### src/rtl/morse_decoder_pkg.sv
// Shared Morse definitions: FSM states, gap/mark thresholds in units,
// ASCII constants and the (len, pat) -> {err, ascii} code table.
package morse_decoder_pkg;

    typedef enum logic [1:0] {
        ST_IDLE,
        ST_MARK,
        ST_GAP,
        ST_WORD
    } state_e;

    localparam int unsigned DASH_UNITS        = 2;
    localparam int unsigned LETTER_GAP_UNITS  = 2;
    localparam int unsigned WORD_GAP_UNITS    = 5;

    localparam logic [7:0] ASCII_SPACE = 8'h20;
    localparam logic [7:0] ASCII_ERR   = 8'h3F;
    localparam logic [2:0] LEN_OVF     = 3'd6;

    // pat holds the elements MSB-first within its low len bits (1 = dash).
    function automatic logic [8:0] morse_code(input logic [2:0] len, input logic [4:0] pat);
        logic [8:0] code;
        code = {1'b1, ASCII_ERR};
        case ({len, pat})
            {3'd1, 5'b00000}: code = {1'b0, 8'h45}; // E
            {3'd1, 5'b00001}: code = {1'b0, 8'h54}; // T
            {3'd2, 5'b00001}: code = {1'b0, 8'h41}; // A
            {3'd2, 5'b00000}: code = {1'b0, 8'h49}; // I
            {3'd2, 5'b00011}: code = {1'b0, 8'h4D}; // M
            {3'd2, 5'b00010}: code = {1'b0, 8'h4E}; // N
            {3'd3, 5'b00100}: code = {1'b0, 8'h44}; // D
            {3'd3, 5'b00110}: code = {1'b0, 8'h47}; // G
            {3'd3, 5'b00101}: code = {1'b0, 8'h4B}; // K
            {3'd3, 5'b00111}: code = {1'b0, 8'h4F}; // O
            {3'd3, 5'b00010}: code = {1'b0, 8'h52}; // R
            {3'd3, 5'b00000}: code = {1'b0, 8'h53}; // S
            {3'd3, 5'b00001}: code = {1'b0, 8'h55}; // U
            {3'd3, 5'b00011}: code = {1'b0, 8'h57}; // W
            {3'd4, 5'b01000}: code = {1'b0, 8'h42}; // B
            {3'd4, 5'b01010}: code = {1'b0, 8'h43}; // C
            {3'd4, 5'b00010}: code = {1'b0, 8'h46}; // F
            {3'd4, 5'b00000}: code = {1'b0, 8'h48}; // H
            {3'd4, 5'b00111}: code = {1'b0, 8'h4A}; // J
            {3'd4, 5'b00100}: code = {1'b0, 8'h4C}; // L
            {3'd4, 5'b00110}: code = {1'b0, 8'h50}; // P
            {3'd4, 5'b01101}: code = {1'b0, 8'h51}; // Q
            {3'd4, 5'b00001}: code = {1'b0, 8'h56}; // V
            {3'd4, 5'b01001}: code = {1'b0, 8'h58}; // X
            {3'd4, 5'b01011}: code = {1'b0, 8'h59}; // Y
            {3'd4, 5'b01100}: code = {1'b0, 8'h5A}; // Z
            {3'd5, 5'b11111}: code = {1'b0, 8'h30};
            {3'd5, 5'b01111}: code = {1'b0, 8'h31};
            {3'd5, 5'b00111}: code = {1'b0, 8'h32};
            {3'd5, 5'b00011}: code = {1'b0, 8'h33};
            {3'd5, 5'b00001}: code = {1'b0, 8'h34};
            {3'd5, 5'b00000}: code = {1'b0, 8'h35};
            {3'd5, 5'b10000}: code = {1'b0, 8'h36};
            {3'd5, 5'b11000}: code = {1'b0, 8'h37};
            {3'd5, 5'b11100}: code = {1'b0, 8'h38};
            {3'd5, 5'b11110}: code = {1'b0, 8'h39};
            default:          code = {1'b1, ASCII_ERR};
        endcase
        return code;
    endfunction

endpackage

### src/rtl/morse_lut.sv
// Combinational Morse character lookup: (len, pat) -> {err, ascii}.
module morse_lut
    import morse_decoder_pkg::*;
(
    input  logic [2:0] len_i,
    input  logic [4:0] pat_i,
    output logic       err_o,
    output logic [7:0] ascii_o
);

    always_comb begin
        {err_o, ascii_o} = morse_code(len_i, pat_i);
    end

endmodule

### src/rtl/morse_decoder.sv
// Morse receiver: synchronises the keyed line, times marks and gaps and emits
// one ASCII byte per character (plus a space per word break) with a done strobe.
module morse_decoder
    import morse_decoder_pkg::*;
#(
    parameter  int unsigned UNIT_CYCLES = 6_000_000,
    localparam int unsigned CNT_W       = $clog2(8 * UNIT_CYCLES)
) (
    input  logic       clk_i,
    input  logic       reset_ni,
    input  logic       morse_i,
    output logic [7:0] data_o,
    output logic       done_o,
    output logic       error_o,
    output logic       busy_o
);

    typedef logic [CNT_W-1:0] cnt_t;

    localparam cnt_t DASH_TC   = cnt_t'(DASH_UNITS * UNIT_CYCLES - 1);
    localparam cnt_t LETTER_TC = cnt_t'(LETTER_GAP_UNITS * UNIT_CYCLES - 1);
    localparam cnt_t WORD_TC   = cnt_t'(WORD_GAP_UNITS * UNIT_CYCLES - 1);

    state_e     state_q, state_d;
    logic       sync1_q, s_q, s_prev_q;
    cnt_t       cnt_q, cnt_d;
    logic [2:0] len_q, len_d;
    logic [4:0] pat_q, pat_d;
    logic [7:0] data_q;
    logic       rise, fall, s_edge, is_dash;
    logic       emit_char, emit_space;
    logic       lut_err;
    logic [7:0] lut_ascii;

    assign rise    = s_q & ~s_prev_q;
    assign fall    = ~s_q & s_prev_q;
    assign s_edge  = rise | fall;
    // cnt >= 2U-1 is L >= 2U without widening, and keeps saturated marks as dashes.
    assign is_dash = (cnt_q >= DASH_TC);

    morse_lut u_lut (
        .len_i   (len_q),
        .pat_i   (pat_q),
        .err_o   (lut_err),
        .ascii_o (lut_ascii)
    );

    always_ff @(posedge clk_i or negedge reset_ni) begin
        if (!reset_ni) begin
            state_q <= ST_IDLE;
        end else begin
            state_q <= state_d;
        end
    end

    always_comb begin
        state_d = state_q;
        case (state_q)
            ST_IDLE: if (rise) state_d = ST_MARK;
            ST_MARK: if (fall) state_d = ST_GAP;
            ST_GAP: begin
                if (rise)                    state_d = ST_MARK;
                else if (cnt_q == LETTER_TC) state_d = ST_WORD;
            end
            ST_WORD: begin
                if (rise)                  state_d = ST_MARK;
                else if (cnt_q == WORD_TC) state_d = ST_IDLE;
            end
            default: state_d = ST_IDLE;
        endcase
    end

    // A rising edge on a terminal count suppresses the emission.
    always_comb begin
        emit_char  = (state_q == ST_GAP)  && !rise && (cnt_q == LETTER_TC);
        emit_space = (state_q == ST_WORD) && !rise && (cnt_q == WORD_TC);
        done_o     = emit_char | emit_space;
        error_o    = emit_char & lut_err;
        busy_o     = (state_q != ST_IDLE);
        if (emit_char)       data_o = lut_ascii;
        else if (emit_space) data_o = ASCII_SPACE;
        else                 data_o = data_q;
    end

    always_comb begin
        cnt_d = s_edge ? '0 : ((&cnt_q) ? cnt_q : cnt_q + cnt_t'(1));
        len_d = len_q;
        pat_d = pat_q;
        if (emit_char) begin
            len_d = '0;
            pat_d = '0;
        end else if ((state_q == ST_MARK) && fall) begin
            pat_d = {pat_q[3:0], is_dash};
            len_d = (len_q == LEN_OVF) ? LEN_OVF : len_q + 3'd1;
        end
    end

    always_ff @(posedge clk_i or negedge reset_ni) begin
        if (!reset_ni) begin
            sync1_q  <= 1'b0;
            s_q      <= 1'b0;
            s_prev_q <= 1'b0;
            cnt_q    <= '0;
            len_q    <= '0;
            pat_q    <= '0;
            data_q   <= '0;
        end else begin
            sync1_q  <= morse_i;
            s_q      <= sync1_q;
            s_prev_q <= s_q;
            cnt_q    <= cnt_d;
            len_q    <= len_d;
            pat_q    <= pat_d;
            data_q   <= data_o;
        end
    end

endmodule

### config.mk
export PLATFORM = sky130hd
export DESIGN_NAME = morse_decoder
export DESIGN_NICKNAME = d
export VERILOG_FILES = /design/src/rtl/morse_decoder_pkg.sv /design/src/rtl/morse_lut.sv /design/src/rtl/morse_decoder.sv
export SDC_FILE = /design/constraint.sdc
export NUM_CORES = 1
export LEC_CHECK = 0
export CAP_MARGIN = 20
export CORE_UTILIZATION = 55
export CTS_CLUSTER_DIAMETER = 100
export DETAILED_ROUTE_END_ITERATION = 16
export MAX_ROUTING_LAYER = met4
export PLACE_DENSITY = 0.69
export SLEW_MARGIN = 25
export SYNTH_ARGS = -nofsm -noshare
export SYNTH_HDL_FRONTEND = slang
export SYNTH_HIERARCHICAL = 1
export SYNTH_SLANG_ARGS = --single-unit
### constraint.sdc
create_clock -name clk_i -period 5.3 [get_ports clk_i]
set_input_delay 1.06 -clock clk_i [delete_from_list [all_inputs] [get_ports clk_i]]
set_output_delay 1.06 -clock clk_i [all_outputs]
set_load 0.01 [all_outputs]
# Word-level counts from Yosys, hierarchy flattened
# Index checks and enable logic that the tools add are counted.
dict set report totals {
  register_bits 47
  latchBits 0
  ramBits 0
  romBits 0
  in_bits 3
  out_inout_bits 11
  mem_count 0
}
dict set report op_classes {
  addsub 2
  n_mul 0
  div_mod_pow 0
  n_lt_le_gt_ge 1
  eq_ne 47
  shifts 0
  muxes 17
  bitwise 7
  n_reduce_logical 11
}
# op n
set ops {}
lappend ops {{$pmux W9 S36} 1}
lappend ops {{$eq A8 B8 Y1 const B} 22}
lappend ops {{$eq A8 B7 Y1 const B} 12}
lappend ops {{$mux W26} 2}
lappend ops {{$add A26 B1 Y26 const B} 1}
lappend ops {{$eq A26 B24 Y1 const B} 1}
lappend ops {{$eq A26 B25 Y1 const B} 1}
lappend ops {{$ge A26 B24 Y1 const B} 1}
lappend ops {{$reduce_and A26 Y1} 1}
lappend ops {{$eq A8 B6 Y1 const B} 2}
lappend ops {{$mux W8} 2}
lappend ops {{$mux W2} 6}
lappend ops {{$mux W5} 2}
lappend ops {{$mux W3} 3}
lappend ops {{$pmux W2 S4} 1}
lappend ops {{$ne A2 B2 Y1 const B} 3}
lappend ops {{$ne A3 B3 Y1 const B} 2}
lappend ops {{$logic_and A1 B1 Y1} 5}
lappend ops {{$eq A2 B2 Y1 const B} 2}
lappend ops {{$reduce_and A4 Y1} 1}
lappend ops {{$reduce_bool A2 Y1} 2}
lappend ops {{$add A3 B1 Y3 const B} 1}
lappend ops {{$and A1 B1 Y1} 3}
lappend ops {{$eq A3 B3 Y1 const B} 1}
lappend ops {{5 further kinds} 7}

# Depth between registers and ports, before layout
dict set report logic_depth {
  depth_word 7
  ltp_mapped 9
  mapped_depth_nobuf 7
}

# Modules after synthesis
# The synthesis kept the hierarchy.
# module n_inst cells_each area_per_inst_um2 seq_area_each_um2
set by_module_without_submodules {}
lappend by_module_without_submodules {morse_decoder 1 303 2793.9 1176.1}
lappend by_module_without_submodules {morse_lut 1 121 823.3 0.0}

# Worst setup path before layout
# No wires, ideal clock.
dict set report synth_path {
  kind {register to output}
  start {register len_q[0]}
  end {output data_o[2]}
  t_arrival_ps 2542
  setup_slack_ps 1698
  path_stages_with_launch 8
  n_path_buf 0
  path_cell_list {dfrtp_1 -> or4b_1 -> a2111o_1 -> o221ai_2 -> nand4bb_4 -> inv_2 -> or4_4 -> a221o_2}
}
dict set report synth_between {
  elab_chain_cells 3
  word_cells_on_any_way 38
  cone_classes {36 x eq/ne; 2 x mux}
}
# item line
set synth_rtl {}
lappend synth_rtl {{start, declared} morse_decoder.sv:27} ;# logic [2:0] len_q, len_d;
lappend synth_rtl {{start signal, assigned} morse_decoder.sv:112} ;# len_q <= len_d;
lappend synth_rtl {{$eq A8 B8 Y1, or another cell as far along} morse_decoder_pkg.sv:24} ;# case ({len, pat})
lappend synth_rtl {{$pmux W9 S36 (*)} morse_decoder_pkg.sv:24}
lappend synth_rtl {{via lut_ascii[2]} morse_decoder.sv:33} ;# logic [7:0] lut_ascii;
lappend synth_rtl {{$mux W8 (*)} morse_decoder.sv:80} ;# if (emit_char) data_o = lut_ascii;
lappend synth_rtl {{end, declared} morse_decoder.sv:12} ;# output logic [7:0] data_o,
# Mark *: on every way through the listed nets, which the timed path passes. The rest lies on a longest branch.

# Worst setup path in the final report
dict set report layout_path {
  start {register pat_q[1]}
  end {output data_o[2]}
}
dict set report layout_between {
  elab_chain_cells 3
  word_cells_on_any_way 38
  cone_classes {36 x eq/ne; 2 x mux}
}
# item line
set layout_rtl {}
lappend layout_rtl {{start, declared} morse_decoder.sv:28} ;# logic [4:0] pat_q, pat_d;
lappend layout_rtl {{start signal, assigned} morse_decoder.sv:113} ;# pat_q <= pat_d;
lappend layout_rtl {{$eq A8 B8 Y1, or another cell as far along} morse_decoder_pkg.sv:24}
lappend layout_rtl {{$pmux W9 S36 (*)} morse_decoder_pkg.sv:24}
lappend layout_rtl {{via lut_ascii[2]} morse_decoder.sv:33}
lappend layout_rtl {{$mux W8 (*)} morse_decoder.sv:80}
# Marked as above.

==> flow_summary.yaml <==
run_status:
  status: "completed"
power_and_ir_drop:
  ir_drop_v: 0.000261
  p_leak_uw: 0.00147
  total_power_uw: 1350
  power_density_nw_per_um2: 351
synthesis:
  synth_top_area_cell: "dfrtp_1"
  syn_avg_cell_area_um2: 8.53
  yosys.cell_count.top_type: "nand2_1"
  yosys-top-cells-area: "dfrtp_1, nand2_1, a21oi_1"
  synth_cell_types: 75
  synthesis.nets: 432
  postSynth.asyncResetShare: 1.00
  post-synth-top-area-fraction: 0.325
  yosysWarningCount: 6
  seq_area_frac_synth: 0.325
  synth_cells: 424
  synthTopCellsByCount: "nand2_1, dfrtp_1, a21oi_1"
  syn_area_um2: 3620
  synth-seq-cells: 47
  synth_ff_type: "dfrtp_1"
  synth-edff-count: 0
layout:
  n_antenna_cell: 0
  num-fill-cells: 532
  area_growth_pct: 6.19
  finalNetCount: 426
  layout-drive-gt1-share: 0.129
  finalInstanceArea_um2: 3840
run:
  maxCapViolations: 0
floorplan:
  rows: 29
  die_w_um: 83.1
  core_area_um2: 6350
  die_height_um: 83.1
  ios: 14
  initial_core_util: 0.570
  die_area_um2: 6900
timing:
  slew_headroom: 0.435
  fmax_mhz: 212
  fin_crit_ns: 4.71
  setup_viol: 0
  setup_tns_ns: 0
  hold_viol: 0
  period_share: 0.888
  final-max-slew-violation-count: 0
  rsz0062_at_grt: "false"
  skew_ns: 0.00738
  tightest_slew_ns: 0.841
drt:
  finalWirelength_mm: 8.71
  drt-wirelength-per-cell_um: 17.6
  avgViaCountPerCell: 6.66
  first_pass_iters: 5
  ant_nets: 0
  vias: 3303
  drtIter0Drc: 276
  drc: 0
global_routing:
  antenna_found_initial: 0
  grt_max_degree: 48
  grt_overflow: 0
  grt_usage: 0.270
  grt_pass1_wl_mm: 14.9
  grt_pass1_vias: 2992
hold_path:
  worstHoldPathType: "register to register"
clocking:
  htreeDepth: 2
  clk_path_buf_depth: 2
  cts_inserted_buffers: 5
  cts_resized: 0
  cts_sinks: 47
  cts_hold_buf: 0
  cts_tree: "yes"
  root_buffer: "clkbuf_8"
  postCtsSetupBuffers: 0
  clock_latency_ns: 0.30
  path_clk_slew_ns: 0.09
placement:
  placed_cell_area_um2: 3700
  dp_hpwl_mm: 6.16
  portBuffers: 13
  place.gp.congestion: 0.955
setup_path:
  cp.arrival_ns: 3.65
  crit_required_ns: 4.24
  path_max_fanout: 13
  crit_path_start_kind: "register"
  path_class: "register to output port"
  end_kind: "output port"
[critical path: stages, from the launching register on]
cell and delay [ns]:
dfrtp_1 0.54, buf_4 0.25, inv_2 0.05, o31a_2 0.35
o32ai_1 0.49, nand4bb_4 0.26, inv_2 0.05, or4_4 0.51
a221o_2 0.38, clkdlybuf4s50_1 0.48
[metal layers]
layer	share of wire	vias up	wire length, um	track usage
li1	-	1585	-	-
met1	0.50	1591	4350	0.394
met2	0.44	122	3820	0.403
met3	0.056	5	486	0.0358
met4	0.0070	0	61	0.0564
met5	0	-	0	-
[where the power goes]
| group | total (uW) | internal (uW) | switching [uW] |
|---|---|---|---|
| clock | 314 | 188 | 126 |
| sequential | 462 | 388 | 74.8 |
| combinational | 574 | 258 | 316 |
[metrics by stage]
stage               hold WS [ns]  cells  worst slack [ns]  utilization
floorplan                  0.331    424              1.70            -
global placement           0.342    488              1.02        0.583
detailed placement         0.351    488             0.950        0.583
CTS                        0.372    496             0.611        0.605
global route               0.377    496             0.431        0.605
finish                     0.368    496             0.593        0.605
[cell families (layout without fill, tap and decap cells)]
group	Yosys count	in the layout	synth area share
adder cells (fa/ha/maj)	5	5	0.0173
AO/OA/AOI/OAI	104	104	0.204
AND/OR/NAND/NOR	210	210	0.350
flip-flops	47	47	0.325
multiplexers	11	11	0.0304
buffers and inverters	46	41	0.0716
other	1	1	0.00104
[placed cells by master, fill, tap and decap left out, drive strengths merged, types with 7 or more instances in the layout]
cell type	count
nand4	13
nor4	12
a21oi	24
nand3	18
nor3	9
or4	7
mux2i	11
and2	12
nor2	12
clkdlybuf4s50	12
o21ai	24
and3	8
nand2	57
a221o	7
dfrtp	47
inv	11
a211oi	7
buf	9
nand2b	17
[state kept, by name, indices dropped and copies added, names as in the netlist]
| name | cells |
|---|---|
| cnt_q | 26 |
| data_q | 8 |
| pat_q | 5 |
| len_q | 3 |
| state_q | 2 |
| s_prev_q | 1 |
| s_q | 1 |
| sync1_q | 1 |
[layout make-up]
cell class	count	area (um^2)	share of cell area
clock buffers	5	68.8	0.0179
clock inverters	3	67.6	0.0176
inverters	12	58.8	0.0153
multi-input cells	331	2190	0.570
flip-flops and latches	47	1180	0.306
well taps	77	96.3	0.0251
repair buffers	21	185	0.0482
[path summary, 6_finish.rpt]
path / start / endpoint / slack [ns] / cells after the start
setup / recovery: pat_q[1] / data_o[2] / 0.59 / 9
hold / removal: sync1_q / s_q / 0.37 / 0
setup reg to reg: pat_q[1] / data_q[2] / 2.31 / 8
hold reg to reg: sync1_q / s_q / 0.37 / 0
max in group asynchronous: reset_ni / pat_q[2] / 4.04 / 2
min in group asynchronous: reset_ni / data_q[0] / 0.85 / 2
Note: power is estimated with default switching activity, not from simulation.
